===== config.mk =====
export PLATFORM = sky130hd
export DESIGN_NAME = imm_gen_pipe
export DESIGN_NICKNAME = d
export VERILOG_FILES = /design/src/rtl/imm_gen_pipe.sv
export SDC_FILE = /design/constraint.sdc
export NUM_CORES = 1
export LEC_CHECK = 0
export ABC_AREA = 1
export CAP_MARGIN = 25
export CORE_MARGIN = 5
export CORE_UTILIZATION = 40
export CTS_CLUSTER_SIZE = 25
export DETAILED_ROUTE_END_ITERATION = 8
export PLACE_DENSITY_LB_ADDON = 0.3
export SYNTH_ARGS = -nofsm -noshare
export SYNTH_HDL_FRONTEND = slang
export SYNTH_SLANG_ARGS = --single-unit

===== constraint.sdc =====
create_clock -name clk -period 1.2 [get_ports clk]
set_clock_uncertainty 0.1 [all_clocks]
set_input_delay 0.24 -clock clk [delete_from_list [all_inputs] [get_ports clk]]
set_output_delay 0.24 -clock clk [all_outputs]
set_load 0.01 [all_outputs]

===== src/rtl/imm_gen_pipe.sv =====
// Pipelined RISC-V immediate generator with PC-relative target and bubble-collapsing stages.
// Optional CSR zimm output enabled by defining IMM_GEN_CSR_ZIMM_EN.
module imm_gen_pipe #(
  parameter int XLEN   = 32,
  parameter int STAGES = 1
) (
  input  logic            clk,
  input  logic            rst_n,
  input  logic            Flush,
  input  logic            InValid,
  output logic            InReady,
  input  logic [31:0]     Instruction,
  input  logic [XLEN-1:0] PC,
  output logic            OutValid,
  input  logic            OutReady,
  output logic [XLEN-1:0] Imm,
  output logic [2:0]      ImmType,
  output logic            Illegal,
  output logic [XLEN-1:0] Target,
  output logic            TargetValid
`ifdef IMM_GEN_CSR_ZIMM_EN
  ,
  output logic [XLEN-1:0] CsrZImm
`endif
);

  localparam logic [2:0] T_NONE  = 3'd0;
  localparam logic [2:0] T_I     = 3'd1;
  localparam logic [2:0] T_S     = 3'd2;
  localparam logic [2:0] T_B     = 3'd3;
  localparam logic [2:0] T_U     = 3'd4;
  localparam logic [2:0] T_J     = 3'd5;
  localparam logic [2:0] T_SHAMT = 3'd6;

  typedef struct packed {
    logic [XLEN-1:0] imm;
    logic [XLEN-1:0] tgt;
    logic [2:0]      ityp;
    logic            ill;
    logic            tv;
`ifdef IMM_GEN_CSR_ZIMM_EN
    logic [XLEN-1:0] zimm;
`endif
  } slot_t;

  logic [6:0]        op;
  logic [2:0]        f3;
  logic              srai_fn;
  logic [XLEN-1:0]   shamt;
  logic signed [11:0] i12;
  logic signed [11:0] s12;
  logic signed [12:0] b13;
  logic signed [20:0] j21;
  logic signed [31:0] u32;
  logic              is_i;
  logic              is_sh;
  logic              is_s;
  logic              is_b;
  logic              is_j;
  logic              is_u;
  slot_t             dec;

  assign op  = Instruction[6:0];
  assign f3  = Instruction[14:12];
  assign i12 = Instruction[31:20];
  assign s12 = {Instruction[31:25], Instruction[11:7]};
  assign b13 = {Instruction[31], Instruction[7],
                Instruction[30:25], Instruction[11:8], 1'b0};
  assign j21 = {Instruction[31], Instruction[19:12],
                Instruction[20], Instruction[30:21], 1'b0};
  assign u32 = {Instruction[31:12], 12'h000};

  // shamt field widens by one bit on RV64
  generate
    if (XLEN == 64) begin : g_sh64
      assign srai_fn = (Instruction[31:26] == 6'b010000);
      assign shamt   = XLEN'(Instruction[25:20]);
    end else begin : g_sh32
      assign srai_fn = (Instruction[31:25] == 7'b0100000);
      assign shamt   = XLEN'(Instruction[24:20]);
    end
  endgenerate

  assign is_sh = (op == 7'b0010011) && (f3 == 3'b101) && srai_fn;
  assign is_i  = !is_sh && ((op == 7'b1110011) || (op == 7'b0000011) ||
                            (op == 7'b0010011) || (op == 7'b1100111) ||
                            (op == 7'b0000001));
  assign is_s  = (op == 7'b0100011);
  assign is_b  = (op == 7'b1100011);
  assign is_j  = (op == 7'b1101111);
  assign is_u  = (op == 7'b0110111) || (op == 7'b0010111);

  always_comb begin
    dec = '0;
    unique case (1'b1)
      is_sh: begin
        dec.imm  = shamt;
        dec.ityp = T_SHAMT;
      end
      is_i: begin
        dec.imm  = XLEN'(i12);
        dec.ityp = T_I;
      end
      is_s: begin
        dec.imm  = XLEN'(s12);
        dec.ityp = T_S;
      end
      is_b: begin
        dec.imm  = XLEN'(b13);
        dec.ityp = T_B;
        dec.tv   = 1'b1;
      end
      is_j: begin
        dec.imm  = XLEN'(j21);
        dec.ityp = T_J;
        dec.tv   = 1'b1;
      end
      is_u: begin
        dec.imm  = XLEN'(u32);
        dec.ityp = T_U;
        dec.tv   = (op == 7'b0010111);
      end
      default: begin
        dec.ityp = T_NONE;
        dec.ill  = 1'b1;
      end
    endcase
    dec.tgt = PC + dec.imm;
`ifdef IMM_GEN_CSR_ZIMM_EN
    if ((op == 7'b1110011) && f3[2])
      dec.zimm = XLEN'(Instruction[19:15]);
`endif
  end

  logic [STAGES-1:0] vld;
  logic [STAGES-1:0] ld;
  slot_t             pay [STAGES];

  // a slot may load when it, or any slot downstream, frees up this cycle
  always_comb begin
    logic c;
    ld = '0;
    c  = OutReady;
    for (int i = STAGES - 1; i >= 0; i--) begin
      c     = !vld[i] || c;
      ld[i] = c;
    end
  end

  assign InReady = ld[0];

  always_ff @(posedge clk or negedge rst_n) begin
    if (!rst_n) begin
      vld <= '0;
    end else begin
      if (ld[0])
        vld[0] <= InValid;
      for (int i = 1; i < STAGES; i++)
        if (ld[i])
          vld[i] <= vld[i-1];
      if (Flush)
        vld <= '0;
    end
  end

  always_ff @(posedge clk or negedge rst_n) begin
    if (!rst_n) begin
      for (int i = 0; i < STAGES; i++)
        pay[i] <= '0;
    end else begin
      if (ld[0] && InValid)
        pay[0] <= dec;
      for (int i = 1; i < STAGES; i++)
        if (ld[i] && vld[i-1])
          pay[i] <= pay[i-1];
    end
  end

  assign OutValid    = vld[STAGES-1];
  assign Imm         = pay[STAGES-1].imm;
  assign Target      = pay[STAGES-1].tgt;
  assign ImmType     = pay[STAGES-1].ityp;
  assign Illegal     = pay[STAGES-1].ill;
  assign TargetValid = pay[STAGES-1].tv;
`ifdef IMM_GEN_CSR_ZIMM_EN
  assign CsrZImm     = pay[STAGES-1].zimm;
`endif

endmodule


==> reports/metrics.csv <==
stage,metric,value,unit
status,status,"finished, violations left",
status,violations,setup timing,
timing,slew_viol_final,0,
drt,drtIter0Drc,644,
grt,overflow,0,
setup_path,critPathBufInv,3,
drt,drtPass1Iterations,7,
logic_synthesis,ys_warn_count,0,
timing,fin_crit_sh,2.16,
logic_synthesis,avgSynthCellArea,6.68,µm²
final_layout,syn2layout_area_growth,98.2,%
logic_synthesis,synth_seq_area_share,0.324,
drt,drc,0,
drt,final_antenna_net_count,0,
timing,hold_viol_final,0,
floorplan,dieHeight,126,µm
logic_synthesis,post_synth_num_cell_types,41,
setup_path,crit_path_frequent_cell,nand2_2,
setup_path,reg2reg_depth,5,
timing,setup-violations-final,140,
placed_design,hpwlAfterDp,15400,µm
logic_synthesis,syn_area,5410,µm²
setup_path,slowest_stage,ha_4,
setup_path,crit_path_end_kind,flip-flop,
floorplan,die_width,126,µm
final_layout,final_common_cell,nand2_1,
timing,relSlewSlack,0.713,
setup_path,cp.required,1.36,ns
setup_path,path_delay_family,simple AND/OR/NAND/NOR gates,
final_layout,nNetsFinal,1262,
cts,cts_tree,built,
logic_synthesis,netlist_instances,810,
flow_run,max-cap-violations,0,
floorplan,ioPinCount,140,
final_layout,final_area,10700,µm²
grt,antenna_found_initial,0,
cts,clkTransAtPathRegs,0.06,ns
setup_path,cp.depth,19,
grt,grt_first_pass_wirelength,38200,µm
logic_synthesis,synth_flop_cell,dfrtp_1,
floorplan,fp-row-count,42,
final_layout,layout-drive-gt1-share,0.518,
worst_hold_path,hold_path.class,in2reg,
setup_path,start_kind,input pin,
timing,period_needed,2.59,ns
timing,fmax,386,MHz
timing,fin_ws,-1.39,ns
final_layout,layout_common_cells,"nand2_1 (238), buf_4 (163), dfrtp_1 (70)",
drt,wl_per_cell,20.5,µm
power,power_density,848,nW/µm²
cts,cts_buffer_depth,2,
logic_synthesis,ys_async_sr_fraction,1.00,
setup_path,path_cells,clkdlybuf4s15_1 -> nand2_2 -> nor3_4 -> nand4_1 -> buf_6 -> nand2_8 -> a31oi_4 -> ha_4 -> nand2_2 -> nor2_2 -> nand3_2 -> nand2_2 -> inv_2 -> o21bai_4 -> nand2_2 -> nand2_1 -> nand2_1 -> nand3_1 -> nand2_1,
timing,worst_pin_slew,0.431,ns
power,p_total,9100,µW
placed_design,globalplace.congestion,0.941,
cts,clkLatencyLatePin,0.36,ns
final_layout,antennaDiodeCount,0,
floorplan,fp.dieArea,16000,µm²
grt,grt_max_degree,71,
setup_path,max_stage_delay,0.34,ns
drt,vias_per_cell,5.61,
setup_path,critPathMaxFanout,7,
final_layout,nFillCells,758,
power,p_leak,0.00540,µW
grt,first_global_vias,7358,
logic_synthesis,syn_nets,911,
power,peakVddDrop,0.000978,V
timing,rsz0062_at_grt,yes,
drt,wirelength,27500,µm
logic_synthesis,synth_edf_count,0,
cts,htree_levels,3,
placed_design,port_buffers,139,
placed_design,placed_area,8320,µm²
setup_path,path_class,in2reg,
floorplan,initial_utilization,0.409,
logic_synthesis,ys_seq_elements,70,
cts,cts_sinks,70,
cts,cts_made_buffers,9,
setup_path,arrival,2.75,ns
grt,track_usage,0.305,
floorplan,core,13200,µm²
drt,vias,7527,
cts,cts_root_buffer,clkbuf_16,
worst_hold_path,holdPathStages,4,
## routing by layer
layer,track usage,vias to the layer above,part of all wire
li1,-,3325,-
met1,0.355,3592,0.37
met2,0.519,464,0.48
met3,0.0492,146,0.077
met4,0.201,0,0.072
met5,0,-,0
## worst register-to-register path, delay by kind of cell (launching register included)
kind	cells	cell delay (ns)
simple gates	2	0.23
buf+inv	2	0.31
compound gates	1	0.30
flops	1	0.40
## synthesized netlist by cell type, drive strengths merged (3+ instances only)
cell       n  area (µm²)
o2111ai    6        83.8
nand4     14         119
ha        31         388
a21o       4        30.0
a31oi      9        56.3
nor3       9        45.0
clkbuf    10        37.5
buf        9        57.5
dfrtp     70        1750
o21bai     7        56.3
or2        3        18.8
o21ai     28         148
nand3     50         260
a21oi     43         215
inv       90         340
nor2      68         293
nand2    331        1270
nand3b    10        75.1
xnor2     11        96.3
## registers in the layout, indices dropped and copies added (netlist names)
| name | flops |
|---|---|
| Target | 32 |
| Illegal | 1 |
| ImmType | 3 |
| TargetValid | 1 |
| Imm | 32 |
| OutValid | 1 |
## what timing repair did
action,4_1_cts,5_1_grt
setup endpoints to repair,140,140
hold buffers,1,0
pin swaps,112,46
gates resized for setup,620,100
cloned,6,1
buffers inserted,70,29
endpoints found under the hold margin,70,0
## per-stage QoR
stage                      util  TNS (ns)  std cells  worst slack, ns  hold slack, ns
after global placement    0.628    -99.62       1237            -2.20           0.198
after floorplan               -    -38.26        810            -1.20          -0.156
final                     0.810    -47.84       1342            -1.39           0.102
after global routing      0.810    -53.61       1342            -1.47           0.102
after detailed placement  0.628   -101.90       1237            -2.20           0.202
after CTS                 0.768    -41.13       1325            -1.20           0.109
## area by class of cell
class / instances / area [µm²] / area share
sequential: 70 / 1750 / 0.163
timing repair buffer: 356 / 3090 / 0.288
clock inverter: 6 / 110 / 0.0103
inverter: 90 / 375 / 0.0350
multi-input combinational: 633 / 4940 / 0.461
clock buffer: 10 / 229 / 0.0213
tap: 176 / 220 / 0.0205
timing repair inverter: 1 / 8.76 / 0.000817
## worst paths after layout
check	from	to	slack [ns]
worst max-delay path	Instruction[14]	Target[19]$_DFFE_PN0P_	-1.39
worst min-delay path	Instruction[5]	TargetValid$_DFFE_PN0P_	0.10
worst max register to register	OutValid$_DFFE_PN0P_	Target[12]$_DFFE_PN0P_	-0.24
worst min register to register	ImmType[0]$_DFFE_PN0P_	ImmType[0]$_DFFE_PN0P_	0.38
max in group asynchronous	rst_n	Imm[20]$_DFFE_PN0P_	0.31
min in group asynchronous	rst_n	ImmType[0]$_DFFE_PN0P_	0.31
## report_power, final
part	switching (µW)	total (µW)	internal [µW]
Combinational	1620	3170	1550
Sequential	141	2720	2580
Clock	1180	3200	2030
## logic make-up after synthesis
logic type | after synthesis | share of synthesized area
xor gates and xnor gates | 12 | 0.0194
DFF | 70 | 0.324
AOI/OAI and AO/OA | 101 | 0.116
adders and majority gates | 32 | 0.0754
buffers and inverters | 109 | 0.0804
and+or+nand+nor | 486 | 0.386
No activity file was read; power rests on OpenSTA's default activity.
